--- config.mk ---
export PLATFORM = sky130hd
export DESIGN_NAME = mdu_hilo_ctrl_flat
export DESIGN_NICKNAME = d
export VERILOG_FILES = /design/src/rtl/mdu_hilo_ctrl_pkg.sv /design/src/rtl/mdu_hilo_ctrl_if.sv /design/src/rtl/mdu_hilo_ctrl_hilo_regs.sv /design/src/rtl/mdu_hilo_ctrl.sv /design/src/flat_wrapper.sv
export SDC_FILE = /design/constraint.sdc
export NUM_CORES = 1
export LEC_CHECK = 0
export BUFFER_PORTS_ARGS = -buffer_cell sky130_fd_sc_hd__buf_2
export CAP_MARGIN = 10
export CORE_MARGIN = 4
export CORE_UTILIZATION = 45
export DETAILED_ROUTE_END_ITERATION = 12
export PLACE_DENSITY = 0.82
export SLEW_MARGIN = 20
export SYNTH_ARGS = -nofsm -noshare
export SYNTH_HDL_FRONTEND = slang
export SYNTH_HIERARCHICAL = 1
export SYNTH_SLANG_ARGS = --single-unit
--- constraint.sdc ---
create_clock -name clk -period 4.1 [get_ports clk]
set_clock_uncertainty 0.1 [all_clocks]
set_input_delay 0.615 -clock clk [delete_from_list [all_inputs] [get_ports clk]]
set_output_delay 0.615 -clock clk [all_outputs]
set_load 0.01 [all_outputs]
--- src/rtl/mdu_hilo_ctrl_pkg.sv ---
// Shared definitions for the multiply-unit controller: FSM encoding and default width.
package mdu_hilo_ctrl_pkg;

  localparam int unsigned XLEN_DEFAULT = 32;

  typedef enum logic [1:0] {
    StIdle  = 2'd0,
    StStart = 2'd1,
    StBusy  = 2'd2
  } mdu_state_e;

endpackage

--- src/rtl/mdu_hilo_ctrl_if.sv ---
// EX-stage and serialmult-facing signals of the HI/LO controller.
// master = environment (EX stage + serialmult), slave = controller.
interface mdu_hilo_ctrl_if
  import mdu_hilo_ctrl_pkg::*;
#(
  parameter int unsigned XLEN = XLEN_DEFAULT
);

  logic              ex_mult;
  logic              ex_signed;
  logic [XLEN-1:0]   ex_a;
  logic [XLEN-1:0]   ex_b;
  logic              ex_mfhi;
  logic              ex_mflo;
  logic              ex_mthi;
  logic              ex_mtlo;
  logic [XLEN-1:0]   ex_wdata;
  logic [XLEN-1:0]   rdata;
  logic              stall;
  logic              busy;
  logic              mst;
  logic              msgn;
  logic [XLEN-1:0]   ma;
  logic [XLEN-1:0]   mb;
  logic [2*XLEN-1:0] prod;
  logic              prodv;

  modport master (
    output ex_mult, ex_signed, ex_a, ex_b, ex_mfhi, ex_mflo, ex_mthi, ex_mtlo, ex_wdata,
    output prod, prodv,
    input  rdata, stall, busy, mst, msgn, ma, mb
  );

  modport slave (
    input  ex_mult, ex_signed, ex_a, ex_b, ex_mfhi, ex_mflo, ex_mthi, ex_mtlo, ex_wdata,
    input  prod, prodv,
    output rdata, stall, busy, mst, msgn, ma, mb
  );

endinterface

--- src/rtl/mdu_hilo_ctrl_hilo_regs.sv ---
// HI/LO register pair with independent write enables and a read mux that can
// forward the incoming product in the cycle it is written.
module mdu_hilo_ctrl_hilo_regs #(
  parameter int unsigned XLEN = 32
) (
  input  logic              clk,
  input  logic              rst,
  input  logic              hi_we,
  input  logic              lo_we,
  input  logic [XLEN-1:0]   hi_wdata,
  input  logic [XLEN-1:0]   lo_wdata,
  input  logic              rd_hi,
  input  logic              rd_lo,
  input  logic              byp,
  input  logic [2*XLEN-1:0] prod,
  output logic [XLEN-1:0]   rdata
);

  logic [XLEN-1:0] hi_q;
  logic [XLEN-1:0] lo_q;

  always_ff @(posedge clk or posedge rst) begin
    if (rst) begin
      hi_q <= '0;
      lo_q <= '0;
    end else begin
      if (hi_we) hi_q <= hi_wdata;
      if (lo_we) lo_q <= lo_wdata;
    end
  end

  always_comb begin
    rdata = '0;
    if (rd_hi) begin
      rdata = byp ? prod[2*XLEN-1:XLEN] : hi_q;
    end else if (rd_lo) begin
      rdata = byp ? prod[XLEN-1:0] : lo_q;
    end
  end

endmodule

--- src/rtl/mdu_hilo_ctrl.sv ---
// Multiply controller: launches serialmult with held operands, waits for the
// product, writes HI/LO, and stalls EX on HI/LO or multiply hazards.
module mdu_hilo_ctrl
  import mdu_hilo_ctrl_pkg::*;
#(
  parameter int unsigned XLEN = XLEN_DEFAULT
) (
  input logic          clk,
  input logic          rst,
  mdu_hilo_ctrl_if.slave bus
);

  mdu_state_e      state_q, state_d;
  logic            mst_q;
  logic            msgn_q;
  logic [XLEN-1:0] ma_q;
  logic [XLEN-1:0] mb_q;

  logic            accept;
  logic            wr_req;
  logic            any_req;
  logic            busy_prodv;
  logic            stall;
  logic            rd_hi;
  logic            rd_lo;
  logic            hi_we;
  logic            lo_we;
  logic [XLEN-1:0] hi_wdata;
  logic [XLEN-1:0] lo_wdata;

  always_comb begin
    state_d    = state_q;
    accept     = 1'b0;
    stall      = 1'b0;
    wr_req     = bus.ex_mult | bus.ex_mthi | bus.ex_mtlo;
    any_req    = wr_req | bus.ex_mfhi | bus.ex_mflo;
    busy_prodv = (state_q == StBusy) & bus.prodv;
    // Reads lose to any simultaneous write-type request.
    rd_hi      = bus.ex_mfhi & ~wr_req;
    rd_lo      = bus.ex_mflo & ~wr_req & ~bus.ex_mfhi;

    unique case (state_q)
      StIdle: begin
        if (bus.ex_mult) begin
          accept  = 1'b1;
          state_d = StStart;
        end
      end
      StStart: begin
        stall   = any_req;
        state_d = StBusy;
      end
      StBusy: begin
        // Reads are served via the product bypass on the completion cycle.
        stall = busy_prodv ? wr_req : any_req;
        if (bus.prodv) state_d = StIdle;
      end
      default: begin
        stall   = any_req;
        state_d = StIdle;
      end
    endcase
  end

  always_comb begin
    hi_we    = busy_prodv |
               ((state_q == StIdle) & ~bus.ex_mult & bus.ex_mthi);
    lo_we    = busy_prodv |
               ((state_q == StIdle) & ~bus.ex_mult & ~bus.ex_mthi & bus.ex_mtlo);
    hi_wdata = busy_prodv ? bus.prod[2*XLEN-1:XLEN] : bus.ex_wdata;
    lo_wdata = busy_prodv ? bus.prod[XLEN-1:0] : bus.ex_wdata;
  end

  always_ff @(posedge clk or posedge rst) begin
    if (rst) begin
      state_q <= StIdle;
      mst_q   <= 1'b0;
      msgn_q  <= 1'b0;
      ma_q    <= '0;
      mb_q    <= '0;
    end else begin
      state_q <= state_d;
      mst_q   <= accept;
      if (accept) begin
        msgn_q <= bus.ex_signed;
        ma_q   <= bus.ex_a;
        mb_q   <= bus.ex_b;
      end
    end
  end

  mdu_hilo_ctrl_hilo_regs #(
    .XLEN(XLEN)
  ) u_hilo_regs (
    .clk      (clk),
    .rst      (rst),
    .hi_we    (hi_we),
    .lo_we    (lo_we),
    .hi_wdata (hi_wdata),
    .lo_wdata (lo_wdata),
    .rd_hi    (rd_hi),
    .rd_lo    (rd_lo),
    .byp      (busy_prodv),
    .prod     (bus.prod),
    .rdata    (bus.rdata)
  );

  assign bus.stall = stall;
  assign bus.busy  = (state_q != StIdle);
  assign bus.mst   = mst_q;
  assign bus.msgn  = msgn_q;
  assign bus.ma    = ma_q;
  assign bus.mb    = mb_q;

endmodule
--- src/flat_wrapper.sv ---
// flat-port wrapper written by rule: the top's interface ports become plain ports
module mdu_hilo_ctrl_flat import mdu_hilo_ctrl_pkg::*;
#(
  parameter int unsigned XLEN = XLEN_DEFAULT
)
  (clk, rst, bus_ex_mult, bus_ex_signed, bus_ex_a, bus_ex_b, bus_ex_mfhi, bus_ex_mflo, bus_ex_mthi, bus_ex_mtlo, bus_ex_wdata, bus_prod, bus_prodv, bus_rdata, bus_stall, bus_busy, bus_mst, bus_msgn, bus_ma, bus_mb);
  mdu_hilo_ctrl_if #(.XLEN(XLEN)) bus_i ();
  input logic clk;
  input logic rst;
  input wire logic [$bits(bus_i.ex_mult)-1:0] bus_ex_mult;
  input wire logic [$bits(bus_i.ex_signed)-1:0] bus_ex_signed;
  input wire logic [$bits(bus_i.ex_a)-1:0] bus_ex_a;
  input wire logic [$bits(bus_i.ex_b)-1:0] bus_ex_b;
  input wire logic [$bits(bus_i.ex_mfhi)-1:0] bus_ex_mfhi;
  input wire logic [$bits(bus_i.ex_mflo)-1:0] bus_ex_mflo;
  input wire logic [$bits(bus_i.ex_mthi)-1:0] bus_ex_mthi;
  input wire logic [$bits(bus_i.ex_mtlo)-1:0] bus_ex_mtlo;
  input wire logic [$bits(bus_i.ex_wdata)-1:0] bus_ex_wdata;
  input wire logic [$bits(bus_i.prod)-1:0] bus_prod;
  input wire logic [$bits(bus_i.prodv)-1:0] bus_prodv;
  output wire logic [$bits(bus_i.rdata)-1:0] bus_rdata;
  output wire logic [$bits(bus_i.stall)-1:0] bus_stall;
  output wire logic [$bits(bus_i.busy)-1:0] bus_busy;
  output wire logic [$bits(bus_i.mst)-1:0] bus_mst;
  output wire logic [$bits(bus_i.msgn)-1:0] bus_msgn;
  output wire logic [$bits(bus_i.ma)-1:0] bus_ma;
  output wire logic [$bits(bus_i.mb)-1:0] bus_mb;
  assign bus_i.ex_mult = bus_ex_mult;
  assign bus_i.ex_signed = bus_ex_signed;
  assign bus_i.ex_a = bus_ex_a;
  assign bus_i.ex_b = bus_ex_b;
  assign bus_i.ex_mfhi = bus_ex_mfhi;
  assign bus_i.ex_mflo = bus_ex_mflo;
  assign bus_i.ex_mthi = bus_ex_mthi;
  assign bus_i.ex_mtlo = bus_ex_mtlo;
  assign bus_i.ex_wdata = bus_ex_wdata;
  assign bus_i.prod = bus_prod;
  assign bus_i.prodv = bus_prodv;
  assign bus_rdata = bus_i.rdata;
  assign bus_stall = bus_i.stall;
  assign bus_busy = bus_i.busy;
  assign bus_mst = bus_i.mst;
  assign bus_msgn = bus_i.msgn;
  assign bus_ma = bus_i.ma;
  assign bus_mb = bus_i.mb;
  mdu_hilo_ctrl #(.XLEN(XLEN)) u_core (.clk(clk), .rst(rst), .bus(bus_i));
endmodule
# Word level (Yosys, flattened, before mapping)
# Index checks and enable logic that the tools add are counted.
word_totals:
  mem_bits_ro: 0
  ramBits: 0
  memories: 0
  register_bits: 132
  output_inout_bits: 100
  word_cells: 45
  latchBits: 0
op_classes:
  addsub: 0
  order_cmp: 0
  n_shift: 0
  mux: 13
  eq_ne: 4
  n_mul: 0
  n_bitwise: 18
  n_reduce_logical: 3
  div_mod_pow: 0
op_table:
  columns: ["op", "count"]
  rows:
  - ["2-to-1 mux 32 bit", 6]
  - ["bitwise AND 1 bit", 8]
  - ["OR 1 bit", 6]
  - ["case mux 2 bit (3 select lines)", 1]
  - ["2-to-1 mux 2 bit", 2]
  - ["!= test 2 bit (second input constant)", 2]
  - ["inverter 1 bit", 4]
  - ["2-to-1 mux 1 bit", 3]
  - ["equality test 2 x 1 -> 1 bit (second input constant)", 1]
  - ["equality test 2 bit (second input constant)", 1]
  - ["logical NOT 2 bit", 1]
  - ["case mux 1 bit (2 select lines)", 1]
  - ["AND reduction 2 bit", 1]
  - ["nonzero test 2 bit", 1]

# Depth between registers and ports, before layout
# Gate-level depths: netlist of run 1.
logic_depth:
  ltp_word: 7
  ltp_mapped: 7
  mapped_depth_nobuf: 5

# Modules after synthesis
# The synthesis of run 1 kept the hierarchy.
by_module_without_submodules:
  columns: ["module", "instances", "area_each_um2", "cells_per_inst"]
  rows:
  - ["mdu_hilo_ctrl", 1, 3488.3, 330]
  - ["mdu_hilo_ctrl_hilo_regs", 1, 3395.8, 248]

# Worst setup path before layout of run 1
# Ideal clock, no wire load.
synth_timing:
  path_kind: "in2out"
  from: "input port bus_ex_mtlo"
  to: "output port bus_rdata[10]"
  slack_ns: 1.601
  cell_stages: 5
  t_required_ns: 3.385
  arrival_ns: 1.784
  cell_sequence: "or3_1 -> nor3b_1 -> nand2b_2 -> clkbuf_1 -> o22ai_1"
synth_via:
  elab_chain_cells: 6
  word_cells_on_any_way: 7
  classes_between: "mux (2); bitwise (5)"
synth_rtl:
  columns: ["item", "line_no", "source"]
  rows:
  - ["start: declaration", "flat_wrapper.sv:17", "input wire logic [$bits(bus_i.ex_mtlo)-1:0] bus_ex_mtlo;"]
  - ["OR 1 bit", "mdu_hilo_ctrl.sv:35", "wr_req = bus.ex_mult | bus.ex_mthi | bus.ex_mtlo;"]
  - ["inverter 1 bit", "mdu_hilo_ctrl.sv:40", "rd_lo = bus.ex_mflo & ~wr_req & ~bus.ex_mfhi;"]
  - ["bitwise AND 1 bit (2 in series)", "mdu_hilo_ctrl.sv:40", null]
  - ["named net u_core.rd_lo", "mdu_hilo_ctrl.sv:25", "logic rd_lo;"]
  - ["2-to-1 mux 32 bit", "mdu_hilo_ctrl_hilo_regs.sv:36", "end else if (rd_lo) begin"]
  - ["2-to-1 mux 32 bit", "mdu_hilo_ctrl_hilo_regs.sv:34", "if (rd_hi) begin"]
  - ["end: declaration", "flat_wrapper.sv:21", "output wire logic [$bits(bus_i.rdata)-1:0] bus_rdata;"]
# The timed path passes the listed nets, and every way through them passes these cells.

# Worst setup path after layout of run 1
layout_timing:
  from: "input port bus_ex_mtlo"
  to: "output port bus_rdata[30]"
layout_via:
  word_cells_on_any_way: 7
  classes_between: "mux (2); bitwise (5)"
layout_lines:
  columns: ["item", "line_no", "source"]
  rows:
  - ["OR 1 bit", "mdu_hilo_ctrl.sv:35", null]
  - ["inverter 1 bit", "mdu_hilo_ctrl.sv:39", "rd_hi = bus.ex_mfhi & ~wr_req;"]
  - ["bitwise AND 1 bit", "mdu_hilo_ctrl.sv:39", null]
  - ["named net u_core.rd_hi", "mdu_hilo_ctrl.sv:24", "logic rd_hi;"]
  - ["2-to-1 mux 32 bit", "mdu_hilo_ctrl_hilo_regs.sv:34", null]
# The timed path passes the listed nets, and every way through them passes these cells.

==> qor.yml, run 1 <==
critical_path_depth: 6
syn-instance-count: 578
ctsResizeCount: 0
via_per_inst: 5.09
final_nets: 1005
clk_pin_slew_ns: 0.06
fin_ws_ns: 0.679
synth_top_cell_area_share_pct: 48.0
cp.required_ns: 3.38
syn2layout_area_growth_pct: 26.9
synth_edf_count: 0
period_minus_slack_ns: 3.42
preCtsSetupSlack_ns: 0.984
antenna_cells: 0
finalMaxSlewViolations: 0
hpwl_mm: 12.5
synth-main-ff-cell: "dfrtp_1"
hold_ws_ns: 0.209
critPathArrivalTime_ns: 2.71
netlist_area_um2: 6880
grtUsageTotal_pct: 19.7
final_hold_viol_count: 0
leakage_nw: 4.33
cts-root-buf: "clkbuf_16"
rsz0062_at_grt: "false"
holdCritPathClass: "in -> async"
num_io_pins: 269
syn_area_per_cell_um2: 11.9
vdd_drop_max_mv: 0.454
max_slew_margin_pct: 26.6
grt_pass1_vias: 5476
p_per_area_nw_per_um2: 721
grt_pass1_wl_mm: 27.5
crit_path_max_fanout: 32
cts_hold_buffers: 0
grt_max_degree: 58
fmax_ghz: 0.292
tritoncts: "done"
worstSetupEndpointType: "output port"
drc_errors: 0
r2r_cells: 4
post-place-cells: 1001
ys_seq_area_share_pct: 48.0
final.setup.tns_ns: 0
period_share_pct: 83.4
cp_top_family: "buffers and inverters"
portBuffers: 268
yosys_warnings: 6
synth_most_common_cell: "nand2_1"
initial_utilization_pct: 46.7
vias: 5257
status: "finished clean"
ys_ff_latch: 132
synth_common_cells: "163 x nand2_1, 132 x dfrtp_1, 86 x mux2_2, 65 x mux2i_1, 39 x mux2_4"
die_h_um: 132
htree_levels: 4
antenna_found_initial: 1
wire_per_inst_um: 16.3
power_mw: 6.30
die_w_um: 132
criticalPathCategory: "in -> out"
wirelength_mm: 16.8
crit_path_top_delay_cell: "clkinv_1"
worstPathCellList: "buf_2 > nor3_1 > and2_1 > clkinv_1 > o22ai_1 > buf_2"
gr-total-overflow: 0
place_congestion: 0.797
ys_types: 27
setup_violations: 0
crit_path_frequent_cell: "buf_2"
cpPeakStageDelay_ns: 0.84
yosys.area.top_type: "dfrtp_1"
maxCapViolations: 0
die_area_um2: 17300
crit_buf_inv: 3
ctsLongestPathBuffers: 2
drive_above_1_share_pct: 51.8
fp.coreArea_um2: 14800
synthArstFlopShare_pct: 100
antenna_left: 0
cts_sinks: 132
first_iter_violations: 205
post_cts_buffers: 0
worst_pin_slew_ns: 1.09
row_count: 44
netlist_top_cells_area: "dfrtp_1 48%, mux2_2 14%, mux2i_1 9.5%"
fin_cells: 1033
cts_buffers: 17
worstSkewPairLatency_ns: 0.41
dr.pass1.iters: 4
startpoint_type: "input pin"
synthesis.nets: 747
[worst reg2reg max path, delay by kind of cell (launching register included)]
| kind | cells | cell delay [ns] |
|---|---|---|
| flops | 1 | 0.43 |
| mux | 1 | 0.34 |
| simple gates | 2 | 0.88 |
| buf+inv | 1 | 0.43 |
[final cells by class]
type | instances | area, um^2
clock inverter | 13 | 124
sequential | 132 | 3300
clock buffer | 19 | 453
multi-input combinational | 403 | 3170
inverter | 5 | 21.3
tap | 184 | 230
fill | 1203 | 6020
timing repair buffer | 277 | 1430
[cells by family (layout without fill, tap and decap cells)]
kind of cell | after synthesis | in the layout | share of synthesized area, %
flops | 132 | 132 | 48.0
compound gates | 34 | 34 | 3.16
buf+inv | 43 | 314 | 5.94
simple gates | 175 | 175 | 10.2
mux | 194 | 194 | 32.7
[report_power, final]
group	internal (mW)	switching, mW	leakage, nW
Combinational	1.37	1.14	2.50
Clock	0.875	0.575	0.277
Sequential	1.97	0.361	1.56
[state kept, by name (all words and copies together), names as in the netlist]
name and cells:
u_core/bus.ma 32, u_core/bus.mb 32, u_core/bus.msgn 1, u_core/bus.mst 1, u_core/state_q 2, u_core/u_hilo_regs/hi_q 32
u_core/u_hilo_regs/lo_q 32
[placed cells by master (no fill, tap or decap)]
cell type / n
a21boi_0: 1
and2_1: 1
buf_12: 2
buf_2: 268
buf_4: 7
bufinv_16: 1
clkbuf_16: 17
clkbuf_8: 2
clkinv_1: 1
clkinv_2: 2
clkinv_4: 2
clkinvlp_4: 3
dfrtp_1: 132
inv_1: 1
inv_2: 2
inv_4: 1
inv_6: 5
mux2_1: 4
mux2_2: 86
mux2_4: 39
mux2i_1: 65
nand2_1: 163
nand2b_1: 1
nand2b_2: 1
nand3b_1: 2
nor2_1: 1
nor2_8: 1
nor3_1: 2
nor3b_1: 1
o22ai_1: 32
o32a_1: 1
or2_4: 1
or3_1: 1
[final timing paths]
kind,to,slack [ns],startpoint
setup / recovery,bus_rdata[30],0.68,bus_ex_mtlo
hold / removal,u_core/u_hilo_regs/hi_q[5],0.21,rst
setup reg to reg,u_core/bus.mb[13],1.79,u_core/state_q[0]
hold reg to reg,u_core/u_hilo_regs/lo_q[14],0.39,u_core/u_hilo_regs/lo_q[14]
max in group asynchronous,u_core/bus.ma[6],2.78,rst
min in group clk,u_core/bus.ma[4],0.33,bus_ex_a[4]
[metal layers]
metal	track usage, %	vias up	share of wire [%]
li1	-	2522	-
met1	23.5	2481	41
met2	31.6	220	47
met3	7.68	32	9.3
met4	8.63	2	2.8
met5	0	-	0.042
[metrics by stage]
stage	utilization (%)	area [um^2]
floorplan	-	6880
global placement	55.3	8160
detailed placement	55.3	8160
CTS	59.2	8740
global route	59.2	8740
finish	59.2	8740
Power figures use the tool's default switching activity.
==> run 2, diff against run 1 <==
==> constraint.sdc (replaced) <==
create_clock -name clk -period 3.4 [get_ports clk]
set_clock_uncertainty 0.1 [all_clocks]
set_input_delay 0.51 -clock clk [delete_from_list [all_inputs] [get_ports clk]]
set_output_delay 0.51 -clock clk [all_outputs]
set_load 0.01 [all_outputs]
==> qor.yml, run 2 (synthesis gave the netlist of run 1 again) <==
status: "finished clean"  # unchanged
max_slew_margin_pct: 39.7  # was 26.6%
final_hold_viol_count: 0  # unchanged
initial_utilization_pct: 46.7  # unchanged
final_nets: 1009  # was 1,005
cts-root-buf: "clkbuf_16"  # unchanged
post_cts_buffers: 0  # unchanged
setup_violations: 0  # unchanged
num_io_pins: 269  # unchanged
grt_pass1_vias: 5533  # was 5,476
holdCritPathClass: "in -> reg"  # was in -> async
ctsLongestPathBuffers: 2  # unchanged
final.setup.tns_ns: 0  # unchanged
final_common_cell: "buf_2"  # unchanged
first_iter_violations: 183  # was 205
die_h_um: 132  # unchanged
vias: 5271  # was 5,257
crit_path_max_fanout: 32  # unchanged
wirelength_mm: 17.5  # was 16.8 mm
via_per_inst: 5.08  # was 5.09
criticalPathCategory: "in -> out"  # unchanged
finalMaxSlewViolations: 0  # unchanged
drive_above_1_share_pct: 52.1  # was 51.8%
grtUsageTotal_pct: 19.8  # was 19.7%
critPathArrivalTime_ns: 2.37  # was 2.71 ns
fmax_ghz: 0.336
fp.coreArea_um2: 14800  # unchanged
die_w_um: 132  # unchanged
grt_pass1_wl_mm: 27.9  # was 27.5 mm
row_count: 44  # unchanged
place_congestion: 0.822  # was 0.797
dr.pass1.iters: 5  # was 4
p_per_area_nw_per_um2: 886  # was 721 nW/um^2
utilization_pct: 60.0  # was 59.2%
rsz0062_at_grt: "false"  # unchanged
worstSetupEndpointType: "output port"  # unchanged
startpoint_type: "input pin"  # unchanged
gr-total-overflow: 0  # unchanged
worstSkewPairLatency_ns: 0.40  # was 0.41 ns
htree_levels: 4  # unchanged
period_minus_slack_ns: 2.98
final_cell_mix: "268 x buf_2, 163 x nand2_1, 132 x dfrtp_1"  # unchanged
post-place-cells: 1004  # was 1,001
n_fill_cell: 1243  # was 1,203
leakage_nw: 4.38  # was 4.33 nW
wire_per_inst_um: 16.8  # was 16.3 um
worst_pin_slew_ns: 0.904  # was 1.09 ns
drc_errors: 0  # unchanged
fin_cells: 1038  # was 1,033
hpwl_mm: 12.7  # was 12.5 mm
die_area_um2: 17300  # unchanged
antenna_left: 0  # unchanged
cp.required_ns: 2.79  # was 3.38 ns
syn2layout_area_growth_pct: 28.6  # was 26.9%
cts_sinks: 132  # unchanged
grt_max_degree: 62  # was 58
maxCapViolations: 0  # unchanged
antenna_found_initial: 1  # unchanged
power_mw: 7.84  # was 6.30 mW
portBuffers: 268  # unchanged
tritoncts: "done"  # unchanged
cts_buffers: 17  # unchanged
clk_pin_slew_ns: 0.06  # about the same
vdd_drop_max_mv: 0.517  # was 0.454 mV
period_share_pct: 87.6
-- run 2: cell types whose count changed in the layout (fill, tap and decap cells not counted), sizes merged --
cell	delta
buf	+3
bufinv	+3
clkbuf	-2
diode	+1
dlygate4sd3	+1
inv	-1
-- run 2: final timing paths --
check / cells past startpoint / end / startpoint / slack (ns)
setup / recovery: 6 / bus_rdata[19] / bus_ex_mtlo / 0.42
hold / removal: 2 / u_core/bus.ma[4] / bus_ex_a[4] / 0.23
setup reg to reg: 4 / u_core/bus.ma[7] / u_core/state_q[0] / 1.19
hold reg to reg: 1 / u_core/u_hilo_regs/hi_q[17] / u_core/u_hilo_regs/hi_q[17] / 0.39
max in group asynchronous: 4 / u_core/u_hilo_regs/hi_q[27] / rst / 1.67
min in group asynchronous: 3 / u_core/bus.mb[14] / rst / 0.46
-- run 2: cell type report --
| class | count | area (um^2) | share of cell area [%] |
|---|---|---|---|
| antenna | 1 | 2.50 | 0.0283 |
| clock buffer | 17 | 425 | 4.81 |
| clock inverter | 15 | 205 | 2.32 |
| inverter | 5 | 21.3 | 0.240 |
| multi-input combinational | 403 | 3170 | 35.8 |
| sequential | 132 | 3300 | 37.3 |
| tap | 184 | 230 | 2.60 |
| timing repair buffer | 281 | 1490 | 16.9 |
-- run 2: what timing repair did --
item / CTS / global route
hold buffers: 1 / 0
endpoints found under the hold margin: 7 / 0
gates resized for setup: 0 / 0
endpoints found under the setup margin: 0 / 0
-- run 2: layer usage --
metal,part of all wire [%],vias to the layer above,GRT usage [%]
li1,-,2525,-
met1,41,2493,23.9
met2,48,229,32.4
met3,9.0,24,7.68
met4,2.4,0,6.83
met5,0,-,0
-- run 2: critical path, cell delays in order --
cell,delay [ns]
buf_2,0.11
or3_1,0.40
nor3b_1,0.29
nand2b_2,0.49
o22ai_1,0.37
buf_2,0.17
-- run 2: power breakdown --
group,total (mW),leakage [nW],switching [mW],internal [mW]
Sequential,2.83,1.56,0.445,2.38
Combinational,3.07,2.52,1.40,1.67
Clock,1.94,0.300,0.704,1.23
-- run 2: stage by stage --
| step | worst slack, ns | area (um^2) | hold WS, ns |
|---|---|---|---|
| 2_1_floorplan | 1.08 | 6880 | 0.357 |
| 3_3_place_gp | 0.566 | 8210 | 0.329 |
| 3_5_place_dp | 0.459 | 8210 | 0.325 |
| 4_1_cts | 0.450 | 8850 | 0.212 |
| 5_1_grt | 0.295 | 8850 | 0.211 |
| 6_report | 0.421 | 8850 | 0.233 |
==> run 3, diff against run 2 <==
--- a/config.mk
+++ b/config.mk
@@ -10,7 +10,7 @@
 export CORE_MARGIN = 4
 export CORE_UTILIZATION = 45
 export DETAILED_ROUTE_END_ITERATION = 12
-export PLACE_DENSITY = 0.82
+export PLACE_DENSITY = 0.74
 export SLEW_MARGIN = 20
 export SYNTH_ARGS = -nofsm -noshare
 export SYNTH_HDL_FRONTEND = slang
==> qor.yml, run 3 (synthesis gave the netlist of run 1 again) <==
status: "finished clean"  # unchanged
wire_per_inst_um: 16.7  # was 16.8 um
place_congestion: 0.803  # was 0.822
tritoncts: "done"  # unchanged
wirelength_mm: 17.3  # was 17.5 mm
design_area_um2: 8800  # was 8850 um^2
r2r-start: "u_core/state_q[0]"  # unchanged
grtUsageTotal_pct: 20.2  # was 19.8%
startpoint_type: "input pin"  # unchanged
critPathArrivalTime_ns: 2.34  # was 2.37 ns
cts-root-buf: "clkbuf_16"  # unchanged
max_slew_margin_pct: 41.5  # was 39.7%
finalMaxSlewViolations: 0  # unchanged
min_from: "bus_ex_a[14]"  # was bus_ex_a[4]
crit_start: "bus_ex_mtlo"  # unchanged
antenna_cells: 0  # was 1
grt_pass1_vias: 5459  # was 5,533
via_per_inst: 4.96  # was 5.08
portBuffers: 268  # unchanged
p_per_area_nw_per_um2: 879  # was 886 nW/um^2
fp.coreArea_um2: 14800  # unchanged
n_fill_cell: 1245  # was 1,243
first_iter_violations: 177  # was 183
rsz0062_at_grt: "false"  # unchanged
placed_area_um2: 8180  # was 8210 um^2
vdd_drop_max_mv: 0.450  # was 0.517 mV
crit_path_max_fanout: 32  # unchanged
crit_path_frequent_cell: "buf_2"  # unchanged
crit_buf_inv: 2  # unchanged
fmax_ghz: 0.339  # was 0.336 GHz
num_io_pins: 269  # unchanged
grt_pass1_wl_mm: 28.0  # was 27.9 mm
antenna_found_initial: 0  # was 1
post_cts_buffers: 0  # unchanged
final_cell_mix: "268 x buf_2, 161 x nand2_1, 132 x dfrtp_1"  # was 268 x buf_2, 163 x nand2_1, 132 x dfrtp_1
period_share_pct: 86.8  # was 87.6%
grt_max_degree: 77  # was 62
cp_top_family: "simple AND/OR/NAND/NOR gates"  # unchanged
final_hold_viol_count: 0  # unchanged
die_w_um: 132  # unchanged
maxCapViolations: 0  # unchanged
htree_levels: 4  # unchanged
worstSkewPairLatency_ns: 0.42  # was 0.40 ns
initial_utilization_pct: 46.7  # unchanged
drive_above_1_share_pct: 52.0  # was 52.1%
final_common_cell: "buf_2"  # unchanged
cts_buffers: 17  # unchanged
dr.pass1.iters: 4  # was 5
clk_pin_slew_ns: 0.06  # about the same
criticalPathCategory: "in -> out"  # unchanged
hpwl_mm: 12.6  # was 12.7 mm
worst_pin_slew_ns: 0.874  # was 0.904 ns
die_area_um2: 17300  # unchanged
syn2layout_area_growth_pct: 27.8  # was 28.6%
holdCritPathClass: "in -> reg"  # unchanged
cpPeakStageDelay_ns: 0.50  # was 0.49 ns
die_h_um: 132  # unchanged
worstPathCellList: "buf_2 > or3_1 > nor3b_1 > nand2b_2 > o22ai_1 > buf_2"  # unchanged
setup_violations: 0  # unchanged
cp.required_ns: 2.79  # about the same
final.setup.tns_ns: 0  # unchanged
worstSetupEndpointType: "output port"  # unchanged
cts_sinks: 132  # unchanged
vias: 5129  # was 5,271
leakage_nw: 4.36  # was 4.38 nW
row_count: 44  # unchanged
ctsLongestPathBuffers: 2  # unchanged
period_minus_slack_ns: 2.95  # was 2.98 ns
drc_errors: 0  # unchanged
antenna_left: 0  # unchanged
crit_path_top_delay_cell: "nand2b_2"  # unchanged
final_nets: 1006  # was 1,009
gr-total-overflow: 0  # unchanged
==> run 3: cell types whose count changed in the layout (fill, tap and decap cells not counted), sizes merged <==
| cell | change |
|---|---|
| clkinv | +1 |
| clkbuf | +3 |
| inv | -1 |
| clkinvlp | -2 |
| bufinv | -1 |
| buf | -3 |
| diode | -1 |
==> run 3: metrics by stage <==
stage                     worst slack (ns)  power [mW]  util, %  instances  hold slack (ns)
final                                0.449        7.73     59.6       1034            0.219
after global routing                 0.335        8.21     59.6       1034            0.205
after CTS                            0.445        7.82     59.6       1034            0.201
after detailed placement             0.439        5.91     55.4       1001            0.349
after global placement               0.593        5.84     55.4       1001            0.354
after floorplan                       1.08        5.06        -        578            0.357
==> run 3: worst paths after layout <==
kind | endpoint | slack (ns) | depth (start not counted)
worst max-delay path | bus_rdata[16] | 0.45 | 6
worst min-delay path | u_core/bus.ma[14] | 0.22 | 2
worst max register to register | u_core/u_hilo_regs/hi_q[17] | 0.97 | 4
worst min register to register | u_core/u_hilo_regs/lo_q[15] | 0.39 | 1
max in group asynchronous | u_core/bus.mb[6] | 1.84 | 4
min in group asynchronous | u_core/u_hilo_regs/lo_q[4] | 0.47 | 3
==> run 3: timing repair <==
action	CTS	global route
resized for setup	0	0
hold endpoints to repair	7	0
hold buffers	1	0
==> run 3: layout make-up <==
class / instances / area (um^2) / share of cell area [%]
flip-flops and latches: 132 / 3300 / 37.5
multi-input cells: 403 / 3180 / 36.1
repair buffers: 278 / 1460 / 16.6
clock buffers: 20 / 457 / 5.19
well taps: 184 / 230 / 2.62
clock inverters: 12 / 153 / 1.74
inverters: 5 / 21.3 / 0.242
==> run 3: power by group <==
group          total [mW]  switching [mW]  internal [mW]  leakage, nW
clock network        1.87           0.679           1.19        0.301
registers            2.81           0.428           2.38         1.56
logic                3.05            1.40           1.66         2.50
==> run 3: routing by layer <==
layer,up-vias,wire length (um),GRT usage (%)
li1,2519,-,-
met1,2387,7410,24.9
met2,197,8010,32.3
met3,26,1450,7.87
met4,0,409,7.64
met5,-,0,0
